`src/rtl/rand_queue.sv`:
```
// Single-clock circular-buffer queue with runtime FIFO / random-pop order.
// In random mode an LFSR picks the popped entry, and the head entry moves into the slot it vacates.
module rand_queue #(
   parameter int          WIDTH        = 8,
   parameter int          DEPTH        = 16,
   parameter int          AFULL_THRESH = DEPTH - 2,
   parameter logic [15:0] LFSR_SEED    = 16'hACE1
) (
   input  logic                       clk_i,
   input  logic                       srst_i,
   input  logic [WIDTH-1:0]           din_i,
   input  logic                       wr_en_i,
   input  logic                       rd_en_i,
   input  logic                       rand_en_i,
   output logic [WIDTH-1:0]           dout_o,
   output logic                       empty_o,
   output logic                       full_o,
   output logic                       almost_full_o,
   output logic [$clog2(DEPTH):0]     count_o,
   output logic                       overflow_o,
   output logic                       underflow_o
);
   localparam int AW = $clog2(DEPTH);
   localparam int PW = 16 + AW + 1;

   logic [WIDTH-1:0] mem [DEPTH];

   logic [AW-1:0]    rd_ptr_q, rd_ptr_d, wr_ptr_q, wr_ptr_d, k;
   logic [AW:0]      count_q, count_d;
   logic [WIDTH-1:0] dout_q, dout_d;
   logic [15:0]      lfsr_q, lfsr_d;
   logic             ovf_q, ovf_d, unf_q, unf_d;
   logic             push_ok, pop_ok;
   logic [PW-1:0]    prod;

   assign empty_o       = (count_q == '0);
   assign full_o        = (count_q == (AW+1)'(DEPTH));
   assign almost_full_o = (count_q >= (AW+1)'(AFULL_THRESH));
   assign count_o       = count_q;
   assign dout_o        = dout_q;
   assign overflow_o    = ovf_q;
   assign underflow_o   = unf_q;

   assign push_ok = wr_en_i & ~full_o;
   assign pop_ok  = rd_en_i & ~empty_o;

   // off = (lfsr * count) >> 16 is always < count, so it lands inside the occupied region
   assign prod = PW'(lfsr_q) * PW'(count_q);
   assign k    = rand_en_i ? AW'((prod >> 16) + PW'(rd_ptr_q)) : rd_ptr_q;

   always_comb begin
      rd_ptr_d = rd_ptr_q;
      wr_ptr_d = wr_ptr_q;
      count_d  = count_q;
      dout_d   = dout_q;
      lfsr_d   = lfsr_q;
      ovf_d    = wr_en_i & full_o;
      unf_d    = rd_en_i & empty_o;
      if (pop_ok) begin
         dout_d   = mem[k];
         rd_ptr_d = rd_ptr_q + 1'b1;
         if (rand_en_i)
            lfsr_d = (lfsr_q >> 1) ^ (lfsr_q[0] ? 16'hB400 : 16'h0000);
      end
      if (push_ok)
         wr_ptr_d = wr_ptr_q + 1'b1;
      if (push_ok && !pop_ok)
         count_d = count_q + 1'b1;
      else if (pop_ok && !push_ok)
         count_d = count_q - 1'b1;
   end

   always_ff @(posedge clk_i) begin
      if (srst_i) begin
         rd_ptr_q <= '0;
         wr_ptr_q <= '0;
         count_q  <= '0;
         dout_q   <= '0;
         lfsr_q   <= LFSR_SEED;
         ovf_q    <= 1'b0;
         unf_q    <= 1'b0;
      end else begin
         rd_ptr_q <= rd_ptr_d;
         wr_ptr_q <= wr_ptr_d;
         count_q  <= count_d;
         dout_q   <= dout_d;
         lfsr_q   <= lfsr_d;
         ovf_q    <= ovf_d;
         unf_q    <= unf_d;
      end
   end

   // Push slot (wr_ptr) is outside the occupied region whenever a push is accepted,
   // so it never coincides with the move target k.
   always_ff @(posedge clk_i) begin
      if (!srst_i) begin
         if (pop_ok)
            mem[k] <= mem[rd_ptr_q];
         if (push_ok)
            mem[wr_ptr_q] <= din_i;
      end
   end
endmodule
```
`config.mk`:
```
export PLATFORM = sky130hd
export DESIGN_NAME = rand_queue
export DESIGN_NICKNAME = d
export VERILOG_FILES = /design/src/rtl/rand_queue.sv
export SDC_FILE = /design/constraint.sdc
export NUM_CORES = 1
export LEC_CHECK = 0
export ABC_AREA = 1
export CORE_AREA = 4 4 172 132
export DETAILED_ROUTE_END_ITERATION = 8
export DIE_AREA = 0 0 176 136
export PLACE_DENSITY_LB_ADDON = 0.08
export SLEW_MARGIN = 5
export SYNTH_ARGS = -nofsm -noshare
export SYNTH_HDL_FRONTEND = slang
export SYNTH_SLANG_ARGS = --single-unit
export TNS_END_PERCENT = 50
```
`constraint.sdc`:
```
create_clock -name clk_i -period 18.25 [get_ports clk_i]
set_input_delay 5.475 -clock clk_i [delete_from_list [all_inputs] [get_ports clk_i]]
set_output_delay 5.475 -clock clk_i [all_outputs]
set_load 0.01 [all_outputs]
```
==> impl_metrics.tcl, run 1 <==
set metrics [dict create \
    outcome "finished, final reports clean" \
    p_leak_uw 0.005994 \
    hpwlAfterDp_um 25660 \
    wl_met2_um 13470 \
    n_antenna_cell 0 \
    path_max_fanout 24 \
    ant_nets 0 \
    yosys.area.top_type "edfxtp_1" \
    viasPerCell 5.917 \
    cts_hold_buf 0 \
    cts_max_path_buffers 2 \
    ys_ff_latch 171 \
    ys_async_sr_fraction 0 \
    cts-resized-gates 0 \
    finalSetupViolCount 0 \
    grt_pass1_vias 9420 \
    synth_area_leaders "edfxtp_1 31%, nand2_1 12%, o21ai_0 9.0%, dfxtp_1 7.0%, fa_1 6.8%" \
    cts_tree "done" \
    synth_top_cell_area_share 0.3129 \
    drcViolationCount 0 \
    cp-end-kind "flop" \
    crit_top_cell "nand2_1" \
    syn_inst 1554 \
    synth_cell_types 45 \
    drtPass1Iterations 9 \
    syn_nets 1648 \
    skew_ns 0.01407 \
    critPathMaxStageDelay_ns 1.14 \
    die_area_um2 23940 \
    synth_seq_area_share 0.3829 \
    finalHoldViolCount 0 \
    start_util 0.5864 \
    core_um2 20950 \
    wirelength_um 36800 \
    cts_made_buffers 17 \
    tns_ns 0 \
    drtIter0Drc 1733 \
    rsz0062_at_grt "no" \
    dp.cells 1785 \
    ir_drop_v 0.0001187 \
    die_w_um 176 \
    grt_max_degree 115 \
    drv_slew 0 \
    antenna_found_initial 0 \
    grt_usage 0.3093 \
    drive_above_1_share 0.04644 \
    via_count 10750 \
    syn-cell-area_um2 12290 \
    wl_met3_um 5909 \
    synthToLayoutAreaGrowth_pct 5.938 \
    clkSinkCount 171 \
    tightestPinTransition_ns 1.375 \
    cts_root_buf "clkbuf_16" \
    hold_path_class "flop to flop" \
    arrival_ns 8.95 \
    path_clk_slew_ns 0.06 \
    holdPathStages 2 \
    worstSetupPathType "input pin to flop" \
    max-cap-violations 0 \
    synth_edf_count 128 \
    critPathRequiredTime_ns 18.29 \
    wl_met1_um 16590 \
    period_needed_ns 8.903 \
    final_cells 1817 \
    synth.avg_cell_area_um2 7.906 \
    cellPowerDensity_nw_per_um2 192.7 \
    ys.flop_type "edfxtp_1" \
    highest_layer "met4" \
    ios 31 \
    crit_path_top_delay_cell "o21ai_0" \
    max_slew_margin 0.07362 \
    h-tree-depth 4 \
    rows 46 \
    fin_crit_sh 0.4878 \
    crit_chain "clkdlybuf4s50_1 -> nand2_1 -> o21ai_2 -> nand2_1 -> clkinv_1 -> nand2_1 -> o21ai_0" \
    max_freq_mhz 112.3 \
    chipHeight_um 136 \
    clk_latency_ns 0.44 \
    postCtsSetupBuffers 0 \
    drt-wirelength-per-cell_um 20.25 \
    gr-total-overflow 0 \
    ys.warnings.count 0 \
    ff2ff_path_depth 24 \
    gp_routability_congestion 0.9686 \
    io_buffer_count 30 \
    grt_pass1_wl_um 55880 \
    nets 1610 \
    start_kind "input pin" \
]
synthesized netlist by cell type, types with 7 or more instances:
| cell type | count |
|---|---|
| a21oi_1 | 99 |
| a22oi_1 | 10 |
| buf_2 | 25 |
| buf_4 | 20 |
| buf_6 | 10 |
| clkbuf_1 | 37 |
| dfxtp_1 | 43 |
| edfxtp_1 | 128 |
| fa_1 | 42 |
| ha_1 | 39 |
| inv_1 | 224 |
| mux2i_1 | 14 |
| nand2_1 | 406 |
| nand3_1 | 50 |
| nand4_1 | 15 |
| nor2_1 | 48 |
| o2111ai_1 | 9 |
| o211ai_1 | 18 |
| o21ai_0 | 222 |
| o21ai_1 | 15 |
| o221ai_1 | 7 |
| o22ai_1 | 12 |
cells by family (layout without fill, tap and decap cells):
group,after synthesis,after routing,synth area share
fa+ha+maj,81,81,0.1082
flops,171,171,0.3829
simple gates,547,547,0.1961
buf+inv,330,305,0.1173
mux,14,14,0.01141
xor+xnor,10,10,0.007129
compound gates,401,401,0.1769
cell usage in the layout, fill, tap and decap left out, drive strengths merged, types with 18 or more instances in the layout:
master | Yosys | routed
a21oi | 99 | 99
nand3 | 55 | 55
nor2 | 52 | 52
nand2 | 414 | 414
o211ai | 18 | 18
clkdlybuf4s50 | 0 | 30
edfxtp | 128 | 128
inv | 232 | 238
fa | 42 | 42
o21ai | 238 | 238
dfxtp | 43 | 43
ha | 39 | 39
nand4 | 22 | 22
final cells by class:
class,instances,area (um2)
sequential,171,4708
clock inverter,15,137.6
timing repair buffer,37,352.8
multi-input combinational,1053,6140
tap,288,360.3
fill,1886,7935
inverter,236,890.9
clock buffer,17,425.4
path summary, 6_finish.rpt:
path         startpoint   endpoint  slack, ns
max           rand_en_i  mem[9][0]       9.35
min           dout_o[0]  dout_o[0]       0.47
max reg2reg  count_o[3]  mem[9][0]       9.95
min reg2reg   dout_o[0]  dout_o[0]       0.47
metrics by stage:
stage / setup WS (ns) / total power (uW) / utilization / hold slack (ns) / instance area [um2]
3_3_place_gp: 9.114 / 2076 / 0.5944 / 0.4576 / 12450
3_5_place_dp: 8.993 / 2105 / 0.5944 / 0.4582 / 12450
2_1_floorplan: 10.79 / 1695 / - / 0.4884 / 12290
5_1_grt: 9.296 / 2699 / 0.6212 / 0.5008 / 13020
6_report: 9.347 / 2508 / 0.6212 / 0.4680 / 13020
4_1_cts: 9.456 / 2453 / 0.6212 / 0.4679 / 13020
sequential cells by signal, indices dropped and copies added, names as in the netlist, named ones only:
register     count
wr_ptr_q         4
lfsr_q          16
dout_o           8
count_o          5
mem            128
overflow_o       1
rd_ptr_q         4
underflow_o      1
critical path: cells and delay by family:
family,cells,cell delay (ns)
simple gates,3,1.06
compound gates,2,1.28
buf+inv,2,1.13
report_power, final:
group / internal (uW) / leakage, uW / switching (uW) / total, uW
combinational: 507 / 0.00421 / 1030 / 1540
clock: 190 / 0.000270 / 164 / 354
sequential: 532 / 0.00151 / 80.4 / 612
total: 1230 / 0.00599 / 1280 / 2510
routing by layer:
metal | global-route usage | vias to the layer above
li1 | - | 5078
met1 | 0.4920 | 4848
met2 | 0.3829 | 745
met3 | 0.1209 | 81
met4 | 0.07835 | 0
met5 | 0 | -
Power figures use the tool's default switching activity.
==> inputs of run 2 (changes only) <==
CORE_AREA = 4 4 175 135   (was 4 4 172 132)
DIE_AREA = 0 0 179 139   (was 0 0 176 136)
clock period = 8 ns   (was 18.25 ns; I/O delays follow)
==> impl_metrics.tcl, run 2 (synthesis results as in run 1) <==
set metrics [dict create \
    outcome "finished, final reports clean" \
    dp.cells 1809 \
    cts_max_path_buffers 2 \
    p_int_uw 2843 \
    ff_latch_area_um2 4708 \
    multi_input_area_um2 6140 \
    synthToLayoutAreaGrowth_pct 6.946 \
    h-tree-depth 4 \
    core_um2 21820 \
    path_max_fanout 21 \
    drv_slew 0 \
    dp_slack_ns 1.036 \
    grt_usage 0.3099 \
    wirelength_um 38300 \
    n_antenna_cell 0 \
    r2r-end "mem[8][6]" \
    drt-wirelength-per-cell_um 20.80 \
    critPathRequiredTime_ns 8.07 \
    layout_common_cells "406 x nand2_1, 224 x inv_1, 222 x o21ai_0" \
    io_buffer_count 30 \
    rows 47 \
    regMostFlops "mem" \
    hpwlAfterDp_um 26880 \
    max_slew_margin 0.2796 \
    drcViolationCount 0 \
    cp-end-kind "flop" \
    whs_endpoint "dout_o[7]" \
    largest_register_ff_count 128 \
    max-cap-violations 0 \
    gr-total-overflow 0 \
    fin_crit_sh 0.8845 \
    die_w_um 179 \
    period_needed_ns 7.076 \
    combPwrFrac 0.639 \
    finalHoldViolCount 0 \
    cellPowerDensity_nw_per_um2 448.5 \
    seqPwrFrac 0.227 \
    grt_max_degree 84 \
    cts_hold_buf 0 \
    min_from "dout_o[7]" \
    chipHeight_um 139 \
    setup_slack_ns 0.9240 \
    die_area_um2 24880 \
    ios 31 \
    cts_made_buffers 17 \
    rsz0062_at_grt "no" \
    nets 1628 \
    cts-resized-gates 0 \
    holdWs_ns 0.4627 \
    switching_share 0.5176 \
    p_switching_uw 3050 \
    clkSinkCount 171 \
    clk_latency_ns 0.45 \
    grt_pass1_vias 9706 \
    hold_path_class "flop to flop" \
    gp_routability_congestion 0.9714 \
    antenna_found_initial 2 \
    layout_commonest_cell "nand2_1" \
    path_clk_slew_ns 0.07 \
    ir_drop_v 0.0002735 \
    reg2reg_setup_slack_ns 0.92 \
    drtIter0Drc 1837 \
    tightestPinTransition_ns 1.069 \
    skew_ns 0.01032 \
    clkPwrFrac 0.134 \
    nFillCells 1937 \
    max_freq_mhz 141.3 \
    postCtsSetupBuffers 0 \
    holdPathStages 2 \
    crit_path_top_delay_cell "dfxtp_1" \
    ant_nets 0 \
    tns_ns 0 \
    grt_pass1_wl_um 58320 \
    worstSetupPathType "flop to flop" \
    p_leak_uw 0.006078 \
    cts_tree "done" \
    drive_above_1_share 0.05818 \
    critPathMaxStageDelay_ns 0.90 \
    via_count 10820 \
    start_kind "flop" \
    cts_root_buf "clkbuf_16" \
    r2r_start "count_o[3]" \
    ff2ff_path_depth 26 \
    viasPerCell 5.879 \
    arrival_ns 7.14 \
    final_cells 1841 \
    start_util 0.5631 \
    finalSetupViolCount 0 \
    crit_top_cell "nand2_1" \
    drtPass1Iterations 6 \
]
run 2: changes by cell type in the layout (fill, tap and decap cells not counted), sizes merged:
cell	delta
buf	+18
bufinv	-1
clkbuf	+1
clkinvlp	+1
inv	-1
run 2: power groups by stage:
| stage | logic, uW | registers, uW | clock network (uW) |
|---|---|---|---|
| final | 3760 | 1340 | 792 |
| after global routing | 4140 | 1350 | 832 |
| after CTS | 3630 | 1330 | 791 |
| after detailed placement | 3610 | 1350 | 0 |
| after global placement | 3540 | 1350 | 0 |
| after floorplan | 2570 | 1300 | 0 |
run 2: routing by layer:
layer / wire length, um / GRT usage / share of wire / vias up
met1: 17260 / 0.4969 / 0.45 / 4950
met3: 6254 / 0.1336 / 0.16 / 53
met2: 14250 / 0.3816 / 0.37 / 722
met5: 11 / 0 / 0.00029 / -
met4: 521 / 0.05935 / 0.014 / 2
li1: - / - / - / 5097
run 2: cell type report:
type / instances / share of cell area
Multi-Input combinational cell: 1053 / 0.4673
Sequential cell: 171 / 0.3583
Inverter: 236 / 0.06780
Timing Repair Buffer: 55 / 0.03714
Clock buffer: 18 / 0.03266
Tap cell: 294 / 0.02800
Clock inverter: 14 / 0.008761
run 2: worst max path at each step:
| stage | startpoint | end |
|---|---|---|
| after floorplan | count_o[3] | mem[0][0] |
| after global routing | count_o[3] | mem[3][4] |
| after detailed placement | count_o[3] | mem[8][6] |
| after global placement | count_o[3] | mem[3][2] |
| final | count_o[3] | mem[8][6] |
| after CTS | count_o[3] | mem[8][6] |
run 2: critical path: cells and delay by family, from the launching register on:
kind | cells | cell delay, ns
adders and majority gates | 6 | 2.46
AOI/OAI and AO/OA | 5 | 1.37
and+or+nand+nor | 8 | 0.91
DFF | 1 | 0.90
buffers and inverters | 6 | 0.87
xor gates and xnor gates | 1 | 0.16
run 2: through the flow:
| stage | power, uW | util | cell area, um2 |
|---|---|---|---|
| 6_report | 5892 | 0.6022 | 13140 |
| 5_1_grt | 6325 | 0.6022 | 13140 |
| 4_1_cts | 5749 | 0.6022 | 13140 |
| 3_5_place_dp | 4957 | 0.5773 | 12590 |
| 3_3_place_gp | 4886 | 0.5773 | 12590 |
| 2_1_floorplan | 3867 | - | 12290 |
==> inputs of run 3 (changes only) <==
CAP_MARGIN = 20   (was default)
CORE_AREA = 10 10 181 141   (was 4 4 175 135)
DIE_AREA = 0 0 191 151   (was 0 0 179 139)
==> impl_metrics.tcl, run 3 (synthesis results as in run 1) <==
set metrics [dict create \
    cts_max_path_buffers 2 \
    ant_nets 0 \
    tightestPinTransition_ns 1.061 \
    ir_drop_v 0.0002304 \
    start_kind "flop" \
    layout_common_cells "406 x nand2_1, 224 x inv_1, 222 x o21ai_0" \
    chipHeight_um 151 \
    drv_slew 0 \
    n_antenna_cell 0 \
    die_w_um 191 \
    p_switching_uw 3034 \
    rows 47 \
    drtIter0Drc 2065 \
    start_util 0.5631 \
    combPwrFrac 0.636 \
    critPathRequiredTime_ns 8.06 \
    drtPass1Iterations 6 \
    postCtsSetupBuffers 0 \
    seqPwrFrac 0.228 \
    layout_commonest_cell "nand2_1" \
    max-cap-violations 0 \
    fin_crit_sh 0.8724 \
    cellPowerDensity_nw_per_um2 447.3 \
    synthToLayoutAreaGrowth_pct 6.956 \
    final_area_um2 13140 \
    finalSetupViolCount 0 \
    nFillCells 1939 \
    cts_hold_buf 0 \
    cp-end-kind "flop" \
    hpwlAfterDp_um 26740 \
    drt-wirelength-per-cell_um 20.65 \
    holdPathStages 2 \
    die_area_um2 28840 \
    drive_above_1_share 0.05882 \
    regMostFlops "mem" \
    wirelength_um 38010 \
    core_um2 21820 \
    ios 31 \
    max_freq_mhz 143.3 \
    nets 1628 \
    largest_register_ff_count 128 \
    arrival_ns 7.04 \
    gp_routability_congestion 0.9594 \
    grt_max_degree 99 \
    grt_usage 0.2650 \
    tns_ns 0 \
    skew_ns 0.01254 \
    clk_latency_ns 0.45 \
    hold_path_class "flop to flop" \
    drcViolationCount 0 \
    via_count 10840 \
    cts_made_buffers 17 \
    cts_root_buf "clkbuf_16" \
    antenna_found_initial 0 \
    path_max_fanout 21 \
    h-tree-depth 4 \
    cts-resized-gates 0 \
    final_core_util 0.6023 \
    ff2ff_path_depth 26 \
    max_slew_margin 0.2929 \
    worstSetupPathType "flop to flop" \
    period_needed_ns 6.980 \
    total_power_uw 5878 \
    io_buffer_count 30 \
    rsz0062_at_grt "no" \
    gr-total-overflow 0 \
    crit_start "count_o[3]" \
    path_clk_slew_ns 0.07 \
    p_int_uw 2843 \
    finalHoldViolCount 0 \
    clkSinkCount 171 \
    switching_share 0.5162 \
    r2r_start "count_o[3]" \
    min_from "dout_o[5]" \
    clkPwrFrac 0.136 \
    outcome "finished, final reports clean" \
    cts_tree "done" \
    placed_area_um2 12580 \
    grt_pass1_vias 9892 \
    viasPerCell 5.889 \
    p_leak_uw 0.006093 \
    grt_pass1_wl_um 58390 \
]
## run 3: path summary, 6_finish.rpt
kind | to | slack, ns
setup / recovery | mem[8][6] | 1.02
hold / removal | dout_o[5] | 0.47
setup reg to reg | mem[8][6] | 1.02
hold reg to reg | dout_o[5] | 0.47
## run 3: final cells by class
class / count / area, um2 / share of cell area
Clock buffer: 19 / 442.9 / 0.03371
Clock inverter: 13 / 107.6 / 0.008189
Inverter: 236 / 890.9 / 0.06780
Multi-Input combinational cell: 1053 / 6140 / 0.4672
Sequential cell: 171 / 4708 / 0.3583
Tap cell: 294 / 367.9 / 0.02799
Timing Repair Buffer: 55 / 483.0 / 0.03675
## run 3: power groups by stage
stage | logic, uW | clock network [uW] | registers [uW]
after floorplan | 2570 | 0 | 1300
after global placement | 3520 | 0 | 1350
after detailed placement | 3560 | 0 | 1350
after CTS | 3590 | 801 | 1330
after global routing | 4130 | 840 | 1350
final | 3740 | 800 | 1340
## run 3: through the flow
step	setup slack (ns)	hold WS, ns	cells
floorplan	1.906	0.4884	1554
global placement	1.252	0.4522	1807
detailed placement	1.138	0.4598	1808
CTS	1.110	0.4691	1840
global route	0.5858	0.4911	1841
finish	1.020	0.4685	1841
## run 3: per-layer routing
metal	share of wire	GRT usage	routed length [um]
met1	0.44	0.3999	16860
met2	0.37	0.3360	14190
met3	0.17	0.1057	6303
met4	0.017	0.06795	650
met5	0	0	0
## run 3: critical path: stages, from the launching register on
cell and delay, ns:
dfxtp_1 0.92, nand2_1 0.12, inv_1 0.11, fa_1 0.45
fa_1 0.55, inv_1 0.05, fa_1 0.53, inv_1 0.04
ha_1 0.28, nand2_1 0.08, inv_1 0.04, nand2_1 0.06
nand2_1 0.07, a31oi_1 0.22, o21bai_1 0.11, nand4_1 0.08
o2111ai_1 0.12, xor2_1 0.17, ha_1 0.19, inv_1 0.06
fa_1 0.48, nand2_1 0.07, o21ai_2 0.15, nand2_1 0.20
inv_1 0.37, nand2_1 0.24, o21ai_1 0.82
==> edit 1 (flow settings as in run 3) <==
`dout_q` no longer has a reset.
--- a/src/rtl/rand_queue.sv
+++ b/src/rtl/rand_queue.sv
@@ -77,3 +77,2 @@
          count_q  <= '0;
-         dout_q   <= '0;
          lfsr_q   <= LFSR_SEED;
@@ -85,3 +84,2 @@
          count_q  <= count_d;
-         dout_q   <= dout_d;
          lfsr_q   <= lfsr_d;
@@ -90,2 +88,6 @@
       end
+   end
+
+   always_ff @(posedge clk_i) begin
+      dout_q <= dout_d;
    end
Function: differs if srst_i is asserted again (counterexample within 4 cycles, from zero or initial values and one cycle with srst_i high); with srst_i held inactive, the same outputs for 4 cycles.
==> edit 1 against run 3 <==
Sequential cell count stayed put; wire length is 2.4% higher; synthesized area is 0.34% lower; setup slack better by 320 ps; clock skew hardly changed; non-clock buffer count is 13 lower; power is 0.89% lower; synthesized cell count is 3.5% lower; die area stayed put; design area is 0.89% lower.
==> edit 1: results (changes against run 3) <==
Status
  • Outcome: finished clean

Routing
  • Drt pass-1 iters: 9 (+3)
  • Drt first-iter violations: 1943 (-5.9%)
  • Met3 WL: 6.506 mm (+3.2%)
  • Met2 WL: 14.32 mm (+0.90%)
  • Mean routed wirelength per cell: 21.93 µm (+6.2%)

Yosys
  • Top cells by count, synth: nand2_1, inv_1, o21ai_0
  • Seq/Total Area, Yosys: 39.08% (+0.78 points)
  • Adder-Cell Fraction of Synth Area: 10.85% (+0.036 points)
  • Synth Area in Compound Gates: 17.23% (-0.46 points)
  • Post-synthesis xor/xnor area fraction: 0.6438% (-0.069 points)
  • Cell count after synthesis: 1499 (-3.5%)
  • Syn nets: 1593 (-3.3%)
  • Post-synth EDFFs: 136 (+6.3%)
  • Syn avg cell area: 8.168 µm² (+3.3%)

Global routing
  • Number of global-route vias before repair: 9591 (-3.0%)
  • Met3 global-route usage: 9.375% (-1.2 points)
  • Largest net degree at the start of global routing: 97 (-2.0%)
  • Met2 usage: 33.98% (+0.39 points)
  • GR Util All Layers: 27.15% (+0.65 points)

Placement
  • Placed Cells incl. Taps: 1742 (-3.7%)
  • Final HPWL DP: 27.20 mm (+1.7%)
  • DP Area: 0.01243 mm² (-1.2%)
  • Final GP Congestion: 0.9715 (+1.3%)

Layout
  • Inverters: 209 (-11%)
  • Buffering overhead: 3.151% (-0.52 points)
  • Layout area overhead: 6.356%
  • Clock-cell share of area: 4.324% (+0.13 points)
  • FF/Latch Area: 0.004788 mm² (+1.7%)
  • Share of cells above drive strength 1: 5.132% (-0.75 points)
  • Fillers: 1983 (+2.3%)
  • #MultiIn Comb: 1027 (-2.5%)

STA
  • Worst Skew: 12.65 ps (+0.1052 ps)
  • Worst rel slew slack: 17.27% (-12 points)

Pwr
  • Worst IR drop on VDD: 267.4 µV (+16%)

Critical path
  • Worst Setup EP: dout_o[5]$_DFFE_PP_
  • Slowest stage delay, CP: 880 ps (-40 ps)
  • Worst reg-to-reg setup slack: 1340 ps (+320 ps)
  • Crit path DAT: 6940 ps (-100 ps)

Worst hold path
  • Hold endpoint: rd_ptr_q[3]$_SDFFE_PP0P_
[edit 1: cell types whose count changed after synthesis, moves of 8 or more]
cell and delta:
mux2i_1 +13, a21oi_1 -11, nand2_1 -8, o21ai_0 -29
edfxtp_1 +8, buf_4 -14, inv_1 -24, nand3_1 -10
buf_2 +13, clkbuf_1 -9, o22ai_1 -12, dfxtp_1 -8
buf_6 +8, o21ai_1 +12
[edit 1: where the power goes]
part           switching (mW)  leakage (nW)  total, mW  internal (mW)
Sequential              0.166          1.52       1.43           1.26
Clock                   0.389         0.288      0.814          0.425
Combinational            2.40          4.14       3.58           1.18
[edit 1: metrics by stage]
stage,power [mW],utilization (%),setup slack [ps],hold slack (ps)
after floorplan,3.783,-,2302,471.4
after global placement,4.816,56.98,1418,494.0
after detailed placement,4.851,56.98,1300,523.6
after CTS,5.670,59.56,1266,538.4
after global routing,6.251,59.69,903.0,591.7
final,5.826,59.69,1339,538.4
==> edit 2 (config.mk and constraints of run 3) <==
Without the edit above. `DEPTH`: 16 -> 8.
--- a/src/rtl/rand_queue.sv
+++ b/src/rtl/rand_queue.sv
@@ -4,3 +4,3 @@
    parameter int          WIDTH        = 8,
-   parameter int          DEPTH        = 16,
+   parameter int          DEPTH        = 8,
    parameter int          AFULL_THRESH = DEPTH - 2,
Ports: changed (resized count_o); port bits go from 31 to 30. The function was not compared with the original's and may differ.
==> edit 2 against run 3 <==
Synthesized area down 41%; non-clock buffer count down 22; sequential cell count down 68; largest power group unchanged; clock power down 40%; critical path type unchanged; power down 47%; wire length down 41%; design area down 39%; clock skew about the same; highest routed layer unchanged; largest cell class unchanged; setup slack better by 640 ps.
==> edit 2: results (changes against run 3) <==
Yosys
  • Leading post-synthesis cells by cell area: edfxtp_1, nand2_1, dfxtp_1, fa_1, o21ai_0
  • Post-synth ARST share: 0% (unchanged)
  • Top cells by count, synth: nand2_1, inv_1, o21ai_0
  • Synth Warn #: 0 (unchanged)
  • Post-synthesis mux area share: 0% (-1.1 points)
  • Seq/Total Area, Yosys: 37.11% (-1.2 points)
  • Syn nets: 979 (-41%)
  • Post-synthesis xor/xnor area fraction: 1.409% (+0.70 points)
  • Synth area leader: edfxtp_1
  • Adder-Cell Fraction of Synth Area: 12.44% (+1.6 points)
  • Post-synth EDFFs: 64 (-50%)
  • Distinct cells, synth: 43 (-4.4%)
  • Synth Area in Compound Gates: 16.56% (-1.1 points)

Clocking
  • Post-CTS setup buffers: 0 (unchanged)
  • Clock buffer count from CTS: 9 (-8)
  • Maximum level of the CTS H-tree: 3 (-1)
  • Clk Latency, worst-skew pair: 360 ps (-90 ps)
  • Clock Pin Slew Worst Setup and Hold Paths: 80 ps
  • Clock buffer depth: 2 (unchanged)
  • Root Driver: clkbuf_16
  • Post-CTS resize count: 0 (unchanged)

Layout
  • Max reg flops: 64 (-50%)
  • Nets: 970 (-40%)
  • Share of cells above drive strength 1: 9.372% (+3.5 points)
  • ANT cells: 0 (unchanged)

Global routing
  • Initial antenna violation count: 0 (unchanged)
  • First-pass GRT wire length: 34.32 mm (-41%)
  • GR Util All Layers: 15.84% (-11 points)
  • Number of global-route vias before repair: 5400 (-45%)
  • Largest net degree at the start of global routing: 35 (-65%)

Routing
  • Mean routed wirelength per cell: 18.64 µm (-9.7%)
  • Drt pass-1 iters: 8 (+2)
  • Number of vias per cell: 4.913 (-17%)
  • Drt first-iter violations: 543 (-74%)

Critical path
  • Slowest stage delay, CP: 960 ps (+40 ps)
  • Crit path DAT: 6310 ps (-730 ps)
  • Slowest CP cell: dfxtp_1
  • Crit path max-delay family: adder cells
  • Crit-path max FO: 22 (+4.8%)

Worst hold path
  • Worst Hold Class: reg -> reg

Placement
  • Worst slack, placed: 1655 ps (+517.4 ps)
  • Port Buffer Count: 29 (-3.3%)
  • Final GP Congestion: 0.8625 (-10%)
  • Final HPWL DP: 16.33 mm (-39%)
  • DP Area: 0.007709 mm² (-39%)

Status
  • Outcome: finished clean

STA
  • Worst Skew: 12.93 ps (+0.3890 ps)
  • Final setup viols: 0 (unchanged)
  • Worst-Margin Slew: 1023 ps (-38.04 ps)

Pwr
  • Lkg Pwr: 3.480 nW (-43%)
  • Worst IR drop on VDD: 150.8 µV (-35%)
## edit 2: path summary, 6_finish.rpt
kind	startpoint	endpoint	slack (ps)	cells after the start
hold reg to reg	dout_o[5]$_SDFFE_PP0P_	dout_o[5]$_SDFFE_PP0P_	480	2
setup / recovery	count_o[2]$_SDFFE_PP0P_	mem[0][5]$_DFFE_PP_	1660	29
hold / removal	dout_o[5]$_SDFFE_PP0P_	dout_o[5]$_SDFFE_PP0P_	480	2
setup reg to reg	count_o[2]$_SDFFE_PP0P_	mem[0][5]$_DFFE_PP_	1660	29
## edit 2: metrics by stage
| stage | util (%) | total power [mW] | cells |
|---|---|---|---|
| floorplan | - | 2.122 | 911 |
| global placement | 35.33 | 2.676 | 1185 |
| detailed placement | 35.33 | 2.656 | 1185 |
| CTS | 36.77 | 3.142 | 1201 |
| global route | 36.77 | 3.401 | 1201 |
| finish | 36.77 | 3.141 | 1201 |
## edit 2: per-layer routing
| layer | GRT usage (%) | wire [µm] |
|---|---|---|
| met1 | 25.25 | 12150 |
| met5 | 0 | 0 |
| met3 | 3.493 | 1367 |
| met2 | 20.56 | 8588 |
| met4 | 3.417 | 274 |
## edit 2: kinds of logic after synthesis
family	Yosys count
buffers and inverters	171
DFF	103
AOI/OAI and AO/OA	201
xor gates and xnor gates	10
and+or+nand+nor	371
adders and majority gates	55
## edit 2: layout make-up
class                           count  area (µm²)
Fill cell                        2250       13790
Multi-Input combinational cell    637        3875
Sequential cell                   103        2703
Inverter                          118       442.9
Tap cell                          294       367.9
Timing Repair Buffer               33       320.3
Clock buffer                        9       225.2
Clock inverter                      7       88.84
## edit 2: tightest hold or removal path, cell delays in order (launching register included)
cell	delay, ps
dfxtp_1	320
nand2_1	80
a21oi_2	50
## edit 2: power breakdown
part / total (mW) / switching [mW] / internal, mW
Sequential: 0.879 / 0.140 / 0.739
Combinational: 1.78 / 1.17 / 0.610
Clock: 0.480 / 0.229 / 0.251
Total: 3.14 / 1.54 / 1.60
